==> config.mk <==
export PLATFORM = sky130hd
export DESIGN_NAME = fetch_stage
export DESIGN_NICKNAME = d
export VERILOG_FILES = /design/src/rtl/fetch_stage.sv
export SDC_FILE = /design/constraint.sdc
export NUM_CORES = 1
export LEC_CHECK = 0
export ABC_CLOCK_PERIOD_IN_PS = 1740
export CAP_MARGIN = 5
export CORE_ASPECT_RATIO = 1.5
export CORE_UTILIZATION = 40
export CTS_BUF_LIST = sky130_fd_sc_hd__clkbuf_16
export DETAILED_ROUTE_END_ITERATION = 8
export MAX_ROUTING_LAYER = met4
export PLACE_DENSITY_LB_ADDON = 0.25
export SETUP_SLACK_MARGIN = 0.3
export SYNTH_ARGS = -nofsm -noshare
export SYNTH_HDL_FRONTEND = slang
export SYNTH_SLANG_ARGS = --single-unit
==> constraint.sdc <==
create_clock -name clk -period 1.74 [get_ports clk]
set_clock_uncertainty 0.05 [all_clocks]
set_input_delay 0.348 -clock clk [delete_from_list [all_inputs] [get_ports clk]]
set_output_delay 0.348 -clock clk [all_outputs]
set_load 0.02 [all_outputs]
==> src/rtl/fetch_stage.sv <==
// rtl/fetch_stage.sv - program-counter register and instruction-fetch sequencer
//
// Holds the architectural PC, fetches the instruction at pc over a req/ack
// handshake, holds it until the core advances, then loads next_pc verbatim.
//
// Ports:
//   clk, rst_n            clock, asynchronous active-low reset
//   next_pc   [PC_W]      next PC from the next-PC logic (sampled on advance)
//   advance               core consumed instr; load next_pc and refetch
//   halt                  stop after the current instruction (priority over advance)
//   imem_req              read request (high only in REQ)
//   imem_addr [PC_W]      read address, always equal to pc
//   imem_ack              memory returns imem_rdata this cycle
//   imem_rdata[INSTR_W]   instruction word
//   pc        [PC_W]      current PC
//   instr     [INSTR_W]   held instruction
//   instr_valid           instr belongs to the current pc
//   halted                block is in HALT
//   retired   [8]         accepted advances, wraps 255->0
module fetch_stage #(
  parameter int              PC_W     = 8,
  parameter int              INSTR_W  = 16,
  parameter logic [PC_W-1:0] RESET_PC = 8'h00
) (
  input  logic               clk,
  input  logic               rst_n,
  input  logic [PC_W-1:0]    next_pc,
  input  logic               advance,
  input  logic               halt,
  output logic               imem_req,
  output logic [PC_W-1:0]    imem_addr,
  input  logic               imem_ack,
  input  logic [INSTR_W-1:0] imem_rdata,
  output logic [PC_W-1:0]    pc,
  output logic [INSTR_W-1:0] instr,
  output logic               instr_valid,
  output logic               halted,
  output logic [7:0]         retired
);

  typedef enum logic [1:0] {
    IDLE = 2'd0,
    REQ  = 2'd1,
    HOLD = 2'd2,
    HALT = 2'd3
  } state_e;

  state_e             state_q, state_d;
  logic [PC_W-1:0]    pc_q, pc_d;
  logic [INSTR_W-1:0] instr_q, instr_d;
  logic               instr_valid_q, instr_valid_d;
  logic [7:0]         retired_q, retired_d;

  always_ff @(posedge clk or negedge rst_n) begin
    if (!rst_n) begin
      state_q       <= IDLE;
      pc_q          <= RESET_PC;
      instr_q       <= '0;
      instr_valid_q <= 1'b0;
      retired_q     <= 8'd0;
    end else begin
      state_q       <= state_d;
      pc_q          <= pc_d;
      instr_q       <= instr_d;
      instr_valid_q <= instr_valid_d;
      retired_q     <= retired_d;
    end
  end

  always_comb begin
    state_d       = state_q;
    pc_d          = pc_q;
    instr_d       = instr_q;
    instr_valid_d = instr_valid_q;
    retired_d     = retired_q;
    unique case (state_q)
      // One quiet cycle after reset release before the first request.
      IDLE: state_d = REQ;
      // advance/halt are deliberately ignored while a fetch is outstanding.
      REQ: begin
        if (imem_ack) begin
          instr_d       = imem_rdata;
          instr_valid_d = 1'b1;
          state_d       = HOLD;
        end
      end
      HOLD: begin
        if (halt) begin
          state_d = HALT;
        end else if (advance) begin
          // Dropping valid on the same edge as the pc load means instr is
          // never flagged valid against a pc it was not fetched from.
          pc_d          = next_pc;
          instr_valid_d = 1'b0;
          retired_d     = retired_q + 8'd1;
          state_d       = REQ;
        end
      end
      // Sticky until reset; everything frozen.
      HALT: state_d = HALT;
      default: state_d = IDLE;
    endcase
  end

  // Decoded from state so an async reset drops the request immediately.
  assign imem_req    = (state_q == REQ);
  assign halted      = (state_q == HALT);
  assign imem_addr   = pc_q;
  assign pc          = pc_q;
  assign instr       = instr_q;
  assign instr_valid = instr_valid_q;
  assign retired     = retired_q;

endmodule

After elaboration in Yosys (flattened, before gate mapping)
Index checks and enable logic that the tools add are counted.
- logic and storage cells: 28
- input port bits: 29
- output and inout bits: 43
- register bits after elaboration: 35
- eq/ne operators: 7
- add/subtract/negate cells: 1
- bitwise operators: 1
- mux-type cells: 8
- reduce and logical (&&, ||, !) cells: 6
- operators by type and width (kind ; count):
    $add 8x1->8 const B ; 1
    $pmux 2 s4 ; 1
    $mux 2 ; 3
    $eq 2x2->1 const B ; 2
    $ne 2x2->1 const B ; 2
    $reduce_and 2->1 ; 2
    $reduce_and 4->1 ; 1
    $mux 1 ; 3
    $ne 3x3->1 const B ; 1
    $reduce_and 3->1 ; 1
    $eq 2x1->1 const B ; 1
    $logic_not 2->1 ; 1
    $ne 2x1->1 const B ; 1
    $pmux 1 s2 ; 1
    $reduce_bool 2->1 ; 1
    $not 1->1 ; 1

Logic depth before layout (Yosys ltp)
Gate-level depths: netlist (run 1).
- depth after elaboration: 3
- mapped depth: 5
- mapped depth without buffers: 3

Least setup slack after synthesis (run 1)
Ideal clock, no wire load.
- kind: register to register
- from: reg state_q[0]
- to: reg pc_q[0], in the netlist imem_addr[0]
- arrival time: 1.212 ns
- library setup time: 0.125 ns
- setup slack: 0.353 ns
- stages on the path, launching flop included: 5
- clock period less this slack: 1.387 ns
- required time: 1.565 ns
- path buffers: 2
- path through: dfrtp_1 and4bb_1 buf_6 buf_8 mux2_4
- longest elaborated chain between the ends: 2
- RTL lines (what ; line ; RTL):
    start: declaration ; 48 ; state_e state_q, state_d;
    start signal: assignment ; 62 ; state_q <= state_d;
    $eq 2x2->1 ; 76 ; unique case (state_q)
    $reduce_and 3->1 (no line) ; -- ;
    end signal: assignment ; 63 ; pc_q <= pc_d;
    end: declaration ; 49 ; logic [PC_W-1:0] pc_q, pc_d;
No other way between the ends.
A chain may end at the register's enable or synchronous reset.

Worst setup path in the final report (run 1)
- from: reg state_q[0]
- to: reg pc_q[1], in the netlist imem_addr[1]
The elaborated chain is that of the path after synthesis.

==> results of run 1 <==
==> state kept, by name, summed over array words and instances (netlist names) <==
register     flops
retired          8
imem_addr        8
instr_valid      1
instr           16
state_q          2
==> path summary, 6_finish.rpt <==
check	startpoint	cells past startpoint	to
min reg2reg	retired[7]$_DFFE_PN0P_	1	retired[7]$_DFFE_PN0P_
min	retired[7]$_DFFE_PN0P_	1	retired[7]$_DFFE_PN0P_
max	state_q[0]$_DFFE_PN0P_	4	imem_addr[1]$_DFFE_PN0P_
min in group asynchronous	rst_n	2	imem_addr[7]$_DFFE_PN0P_
max reg2reg	state_q[0]$_DFFE_PN0P_	4	imem_addr[1]$_DFFE_PN0P_
max in group asynchronous	rst_n	2	state_q[1]$_DFFE_PN0P_
==> layout by cell type (no fill, tap or decap), types with 2 or more instances in the layout <==
| cell | n |
|---|---|
| clkdlybuf4s50_1 | 27 |
| nor2b_2 | 2 |
| and3_1 | 2 |
| dfrtp_1 | 34 |
| a21oi_1 | 2 |
| clkinv_1 | 2 |
| mux2_2 | 22 |
| clkdlybuf4s15_1 | 4 |
| buf_6 | 2 |
| clkbuf_16 | 6 |
| nor2_1 | 2 |
| nand2_4 | 2 |
| xnor2_1 | 5 |
| clkbuf_2 | 2 |
| buf_4 | 6 |
| o21ai_0 | 2 |
| mux2_4 | 3 |
| inv_1 | 2 |
| nand4_1 | 4 |
| dlygate4sd2_1 | 36 |
==> stage by stage <==
step                      setup TNS [ps]  utilization [%]  power, uW  cells
after detailed placement           -2100             63.5       1470    209
after floorplan                        0                -       1180    102
after CTS                              0             66.0       2220    217
after global placement             -1070             63.5       1460    209
final                                  0             68.4       2200    221
after global routing                   0             68.4       2290    221
==> cells by family after synthesis <==
logic type | Yosys count
compound gates | 4
simple gates | 18
xor+xnor | 7
flops | 35
buf+inv | 12
fa+ha+maj | 1
mux | 25
==> worst max-delay path: stages (launching register included) <==
cell       delay, ps
dfrtp_1          410
buf_6            140
and4bb_2         360
clkbuf_16        180
mux2_4           290
==> routing by layer <==
layer	wire [um]	vias to the layer above	global-route usage (%)
met5	0	-	-
met4	63	0	8.65
met3	178	5	4.59
met2	1830	39	29.2
met1	1260	548	21.2
li1	-	500	-
==> where the power goes <==
part / internal [uW] / switching [uW]
Combinational: 213 / 219
Sequential: 900 / 45.1
Clock: 514 / 307
Total: 1630 / 571
==> area by class of cell <==
cell class	count	area share, %
clock buffers	5	5.31
clock inverters	3	0.478
multi-input cells	55	22.3
repair buffers	80	32.3
inverters	1	0.159
flip-flops and latches	35	37.2
well taps	42	2.23
==> what timing repair did <==
action                     CTS  global route
setup endpoints to repair   70            38
pin swaps                    0             6
setup buffers                0             3
gates resized for setup     48            20
gates cloned                 0             1
==> flow_summary.yaml, run 1 <==
synth:
  avgSynthCellArea_sq_um: 14.5
  synthArstFlopShare_pct: 100
  ys_ff_latch: 35
  synth_top_area_share_pct: 59.4
  yosysTopAreaCell: "dfrtp_1"
  synth_cell_types: 22
  synth.area.top_cells: "dfrtp_1 (59%), mux2_2 (17%), buf_4 (4.1%), xnor2_1 (3.6%), mux2_4 (3.1%)"
  synth-edff-count: 0
  synth_adder_area_share_pct: 0.849
  synth_commonest_cells: "dfrtp_1 (35), mux2_2 (22), buf_4 (8)"
  synth_xor_area_share_pct: 4.16
  syn_nets: 132
  ys.flop_type: "dfrtp_1"
  synth_seq_area_share_pct: 59.4
  ys.warnings.count: 0
  synthCells: 102
  synth_compound_area_share_pct: 1.36
  synthMostInstantiatedCell: "dfrtp_1"
  synthMuxAreaShare_pct: 19.9
  synth_area_sq_um: 1470
  yosys.area_share.simple_pct: 7.47
  synth_top_family_by_area: "multiplexers"
floorplanning:
  die_w_um: 51.6
  rows: 26
  io_pins: 72
  fp.dieArea_sq_um: 3940
  die_height_um: 76.3
  start_util_pct: 42.7
  core_sq_um: 3450
placed_design:
  pre_cts_slack_ps: -119
  port_buffers: 71
  placed_cell_area_sq_um: 2190
  hpwl_mm: 2.27
  gp_congestion: 0.760
power:
  ir_drop_v: 0.000788
  power.leakage_uw: 0.00121
  p_per_area_nw_per_um2: 932
global_route:
  grt_first_pass_wirelength_mm: 5.18
  grt_antenna_before_repair: 0
  grt_start_max_net_pins: 36
  grt_overflow: 0
  grt_pass1_vias: 1048
  grt_usage_pct: 18.4
sta:
  setup_violations: 0
  fmax_mhz: 646
  maxSlewViolCount: 0
  rsz0062_at_grt: "yes"
  worst_slack_ps: 192
  whs_ps: 420
  relSlewSlack_pct: 70.4
  worst_pin_slew_ps: 443
  hold_viol_final: 0
  fin_crit_ps: 1550
  finalCritPeriodShare_pct: 89.0
final_layout:
  n_fill_cell: 286
  regArea_sq_um: 877
  stdcell_area_sq_um: 2360
  diodes: 0
  drive_gt1_share_pct: 28.5
  nNetsFinal: 208
  multi_input_area_sq_um: 527
  synthToLayoutAreaGrowth_pct: 59.9
hold_path:
  hp-class: "flop to flop"
critical_path:
  critPathKind: "flop to flop"
  endpoint_kind: "flop"
  start_kind: "flop"
  arrival_ps: 1660
  r2r_slack_ps: 190
  required_ps: 1850
  path_max_fanout: 8
route:
  drt_iter0_drc: 19
  num_vias: 1092
  ant_nets: 0
  drc: 0
  wl_mm: 3.33
  post_drt_wl_per_cell_um: 15.1
  via_per_inst: 4.94
  dr.pass1.iters: 4
clock_network:
  clkLatencyLatePin_ps: 270
  cts_buffers: 5
  cts_max_path_buffers: 2
  clock-sinks: 35
  ctsHoldBuffers: 0
  clockRootBuffer: "clkbuf_16"
  clk_pin_slew_ps: 50
  cts_tree: "done"
  htreeDepth: 2
run:
  maxCapViolations: 0
run_status:
  status: "finished clean"
Power figures use the tool's default switching activity.
==> inputs of run 2 (changes only) <==
--- a/config.mk
+++ b/config.mk
@@ -11,6 +11,7 @@
 export CORE_UTILIZATION = 40
 export CTS_BUF_LIST = sky130_fd_sc_hd__clkbuf_16
 export DETAILED_ROUTE_END_ITERATION = 8
+export GPL_TIMING_DRIVEN = 0
 export MAX_ROUTING_LAYER = met4
 export PLACE_DENSITY_LB_ADDON = 0.25
 export SETUP_SLACK_MARGIN = 0.3
==> flow_summary.yaml, run 2 (synthesis results as in run 1) <==
run_status:
  status: "finished clean"
route:
  ant_nets: 0
  dr.pass1.iters: 4
  wl_mm: 3.61
  drt_iter0_drc: 11
  via_per_inst: 4.85
  num_vias: 1149
  drc: 0
  post_drt_wl_per_cell_um: 15.2
placed_design:
  placed_cell_area_sq_um: 2230
  port_buffers: 71
  gp_congestion: 0.719
  hpwl_mm: 2.44
final_layout:
  regArea_sq_um: 877
  largest_reg_flops: 16
  n_fill_cell: 274
  synthToLayoutAreaGrowth_pct: 69.4
  final_cell_mix: "dfrtp_1 (34), dlygate4sd2_1 (31), clkdlybuf4s50_1 (24)"
  drive_gt1_share_pct: 37.4
  final_common_cell: "dfrtp_1"
  fin_util_pct: 72.4
  nNetsFinal: 224
  multi_input_area_sq_um: 543
  diodes: 0
  stdcell_area_sq_um: 2500
sta:
  maxSlewViolCount: 0
  finalCritPeriodShare_pct: 87.9
  rsz0062_at_grt: "yes"
  relSlewSlack_pct: 48.7
  setup_violations: 0
  fmax_mhz: 654
  worst_pin_slew_ps: 770
  fin_crit_ps: 1530
  hold_viol_final: 0
power:
  p_int_uw: 1650
  power.leakage_uw: 0.00132
  p_per_area_nw_per_um2: 891
  p_clk_share_pct: 36.5
  p_seq_share_pct: 42.6
  ir_drop_v: 0.000751
  p_sw_share_pct: 25.7
  finalPower_uw: 2220
  switchingPower_uw: 571
  pwr-share-comb_pct: 20.9
clock_network:
  cts_tree: "done"
  cts_max_path_buffers: 2
  htreeDepth: 2
  clockRootBuffer: "clkbuf_16"
  clk_pin_slew_ps: 50
  cts_buffers: 5
  clkLatencyLatePin_ps: 270
  clock-sinks: 35
floorplanning:
  fp.dieArea_sq_um: 3940
  core_sq_um: 3450
  rows: 26
  die_w_um: 51.6
  start_util_pct: 42.7
  io_pins: 72
  die_height_um: 76.3
global_route:
  grt_antenna_before_repair: 0
  grt_first_pass_wirelength_mm: 5.45
  grt_pass1_vias: 1159
  grt_usage_pct: 19.8
  grt_overflow: 0
  grt_start_max_net_pins: 36
hold_path:
  hp-class: "input pin to async pin"
critical_path:
  cpMostUsedCell: "buf_6"
  crit_chain: "buf_6 -> and4bb_1 -> buf_6 -> buf_12 -> mux2_2"
  cpMaxStageDelayCell: "dfrtp_1"
  slowest_delay_ps: 410
  required_ps: 1850
  critPathKind: "flop to flop"
  start_kind: "flop"
  endpoint_kind: "flop"
  arrival_ps: 1630
  path_max_fanout: 6
run:
  maxCapViolations: 0
-- run 2: cell count changes in the layout (fill, tap and decap cells not counted), sizes merged, moves of 2 or more --
| cell | previous run | this run |
|---|---|---|
| buf | 9 | 34 |
| dlygate4sd2 | 36 | 31 |
| clkdlybuf4s50 | 27 | 24 |
| clkdlybuf4s15 | 4 | 2 |
-- run 2: layout make-up --
class                           count  area share, %
Multi-Input combinational cell     55           21.8
Tap cell                           42           2.11
Sequential cell                    35           35.1
Clock inverter                      3          0.501
Timing Repair Buffer               85           31.3
Inverter                            1          0.150
Buffer                             11           4.06
Clock buffer                        5           5.01
-- run 2: what timing repair did --
| action | in CTS | in global routing |
|---|---|---|
| setup endpoints to repair | 68 | 43 |
| endpoints found under the hold margin | 0 | 0 |
| buffers inserted | 9 | 3 |
| gates cloned | 1 | 1 |
| gates resized for setup | 74 | 27 |
| pin swaps | 2 | 4 |
| hold buffers | 0 | 0 |
-- run 2: through the flow --
step	setup WS (ps)	instances	hold slack, ps	setup TNS, ps
floorplan	353	102	2.41	0
global placement	-383	215	413	-14540
detailed placement	-126	215	406	-1870
CTS	146	233	119	0
global route	166	237	172	0
finish	211	237	102	0
-- run 2: power by group through the flow --
| stage | clock [uW] | sequential, uW | combinational, uW |
|---|---|---|---|
| after floorplan | 0 | 1070 | 116 |
| after global placement | 0 | 956 | 511 |
| after detailed placement | 0 | 965 | 521 |
| after CTS | 824 | 947 | 459 |
| after global routing | 864 | 958 | 492 |
| final | 812 | 948 | 465 |
-- run 2: critical path, delay by kind of cell (launching register included) --
kind | cells | cell delay (ps)
simple gates | 1 | 250
mux | 1 | 320
flops | 1 | 410
buf+inv | 3 | 370
-- run 2: final timing paths --
check                                            start                        to  slack [ps]  cells past startpoint
worst max-delay path            state_q[0]$_DFFE_PN0P_  imem_addr[5]$_DFFE_PN0P_         210                      5
worst max register to register  state_q[0]$_DFFE_PN0P_  imem_addr[5]$_DFFE_PN0P_         210                      5
min in group clk                              imem_ack    state_q[0]$_DFFE_PN0P_         280                      2
worst min register to register  retired[7]$_DFFE_PN0P_    retired[7]$_DFFE_PN0P_         420                      1
worst min-delay path                             rst_n  imem_addr[7]$_DFFE_PN0P_         100                      1
max in group asynchronous                        rst_n    state_q[1]$_DFFE_PN0P_        1000                      1
-- run 2: per-layer routing --
layer,vias to the layer above,wire (um),GRT usage [%]
met3,11,245,5.59
met5,-,0,-
met4,0,94,8.92
li1,527,-,-
met1,567,1260,19.8
met2,44,2010,34.3
==> inputs of run 3 (changes only) <==
--- a/config.mk
+++ b/config.mk
@@ -8,13 +8,12 @@
 export ABC_CLOCK_PERIOD_IN_PS = 1740
 export CAP_MARGIN = 5
 export CORE_ASPECT_RATIO = 1.5
-export CORE_UTILIZATION = 40
-export CTS_BUF_LIST = sky130_fd_sc_hd__clkbuf_16
+export CORE_UTILIZATION = 41
+export CTS_BUF_LIST = sky130_fd_sc_hd__clkbuf_2
 export DETAILED_ROUTE_END_ITERATION = 8
 export GPL_TIMING_DRIVEN = 0
 export MAX_ROUTING_LAYER = met4
-export PLACE_DENSITY_LB_ADDON = 0.25
-export SETUP_SLACK_MARGIN = 0.3
+export PLACE_DENSITY = 0.81
 export SYNTH_ARGS = -nofsm -noshare
 export SYNTH_HDL_FRONTEND = slang
 export SYNTH_SLANG_ARGS = --single-unit
==> flow_summary.yaml, run 3 (synthesis results as in run 1) <==
floorplanning:
  fp.dieArea_sq_um: 3840
  start_util_pct: 43.2
  die_w_um: 51.0
  core_sq_um: 3420
  io_pins: 72
  die_height_um: 75.4
  rows: 26
power:
  p_per_area_nw_per_um2: 783
  p_sw_share_pct: 29.9
  p_seq_share_pct: 53.5
  p_clk_share_pct: 21.2
  switchingPower_uw: 526
  finalPower_uw: 1760
  power.leakage_uw: 0.00118
  p_int_uw: 1230
  pwr-share-comb_pct: 25.3
  ir_drop_v: 0.000645
clock_network:
  cts_max_path_buffers: 2
  htreeDepth: 2
  cts_tree: "done"
  clockRootBuffer: "clkbuf_2"
  clock-sinks: 35
  clkLatencyLatePin_ps: 370
  clk_pin_slew_ps: 160
  cts_buffers: 5
global_route:
  grt_start_max_net_pins: 36
  grt_first_pass_wirelength_mm: 5.20
  grt_overflow: 0
  grt_usage_pct: 19.6
  grt_antenna_before_repair: 0
  grt_pass1_vias: 1174
route:
  dr.pass1.iters: 4
  via_per_inst: 4.78
  post_drt_wl_per_cell_um: 14.5
  drc: 0
  drt_iter0_drc: 17
  num_vias: 1085
  ant_nets: 0
  wl_mm: 3.30
placed_design:
  hpwl_mm: 2.48
  pre_cts_slack_ps: -125
  gp_congestion: 0.677
  place_inst: 215
  port_buffers: 71
critical_path:
  slowest_delay_ps: 430
  endpoint_kind: "output pin"
  cp_top_family: "buffers and inverters"
  reg2regPathDepth: 5
  required_ps: 1340
  crit_chain: "buf_4 -> dlygate4sd2_1"
  path_depth: 2
  arrival_ps: 1240
  path_buf_inv: 2
  start_kind: "flop"
  critPathKind: "flop to output pin"
  path_max_fanout: 3
  cpMaxStageDelayCell: "dfrtp_1"
sta:
  maxSlewViolCount: 0
  relSlewSlack_pct: 48.5
  rsz0062_at_grt: "no"
  worst_slack_ps: 99.4
  hold_viol_final: 0
  finalCritPeriodShare_pct: 94.3
  whs_ps: 442
  setup_violations: 0
  fmax_mhz: 610
  worst_pin_slew_ps: 773
  fin_crit_ps: 1640
final_layout:
  final_common_cell: "dlygate4sd2_1"
  fin_util_pct: 65.8
  drive_gt1_share_pct: 28.6
  synthToLayoutAreaGrowth_pct: 52.4
  regArea_sq_um: 878
  n_fill_cell: 286
  nNetsFinal: 214
  largest_reg_flops: 16
  final_cell_mix: "dlygate4sd2_1 (41), dfrtp_1 (33), clkdlybuf4s50_1 (27)"
  multi_input_area_sq_um: 497
  diodes: 0
  final_cells: 227
run:
  maxCapViolations: 0
hold_path:
  hp-class: "flop to flop"
  holdPathStages: 1
run_status:
  status: "finished clean"
run 3: changes by cell type in the layout (fill, tap and decap cells not counted), sizes merged:
cell           change
dlymetal6s2s       -2
dlygate4sd3        +1
inv                -2
clkdlybuf4s15      -2
clkdlybuf4s50      +3
dlygate4sd2       +10
buf               -18
run 3: layer usage:
layer / track usage (%) / vias to the layer above / part of all wire (%)
met2: 33.0 / 51 / 55
met1: 19.1 / 512 / 36
met3: 5.59 / 13 / 5.4
met4: 13.9 / 0 / 4.0
met5: - / - / 0
li1: - / 509 / -
run 3: layout make-up:
cell class | count | share of cell area [%]
timing repair buffer | 75 | 30.1
sequential | 35 | 39.1
multi-input combinational | 55 | 22.1
tap | 42 | 2.34
clock inverter | 1 | 0.223
inverter | 1 | 0.167
buffer | 11 | 4.35
clock buffer | 7 | 1.56
run 3: repair_timing:
item                                    CTS  global route
hold buffers                              1             0
endpoints found under the setup margin   43             2
resized for setup                        47             3
endpoints found under the hold margin    35             0
buffers inserted                          3             0
run 3: final timing paths:
path	from	to	slack (ps)
setup / recovery	imem_addr[5]$_DFFE_PN0P_	pc[5]	100
hold / removal	retired[7]$_DFFE_PN0P_	retired[7]$_DFFE_PN0P_	440
setup reg to reg	state_q[0]$_DFFE_PN0P_	imem_addr[1]$_DFFE_PN0P_	150
hold reg to reg	retired[7]$_DFFE_PN0P_	retired[7]$_DFFE_PN0P_	440
max in group asynchronous	rst_n	state_q[1]$_DFFE_PN0P_	570
min in group asynchronous	rst_n	instr[15]$_DFFE_PN0P_	540
run 3: stage by stage:
stage / setup TNS (ps) / area (sq um)
CTS: 0 / 2260
global route: 0 / 2250
global placement: -16380 / 2240
finish: 0 / 2250
floorplan: 0 / 1470
detailed placement: -2020 / 2230
run 3: power by group through the flow:
stage          registers (uW)  clock network (uW)  logic, uW
6_report                  941                 372        445
5_1_grt                   953                 424        474
4_1_cts                   942                 393        452
3_5_place_dp              962                   0        521
3_3_place_gp              956                   0        513
2_1_floorplan            1070                   0        116
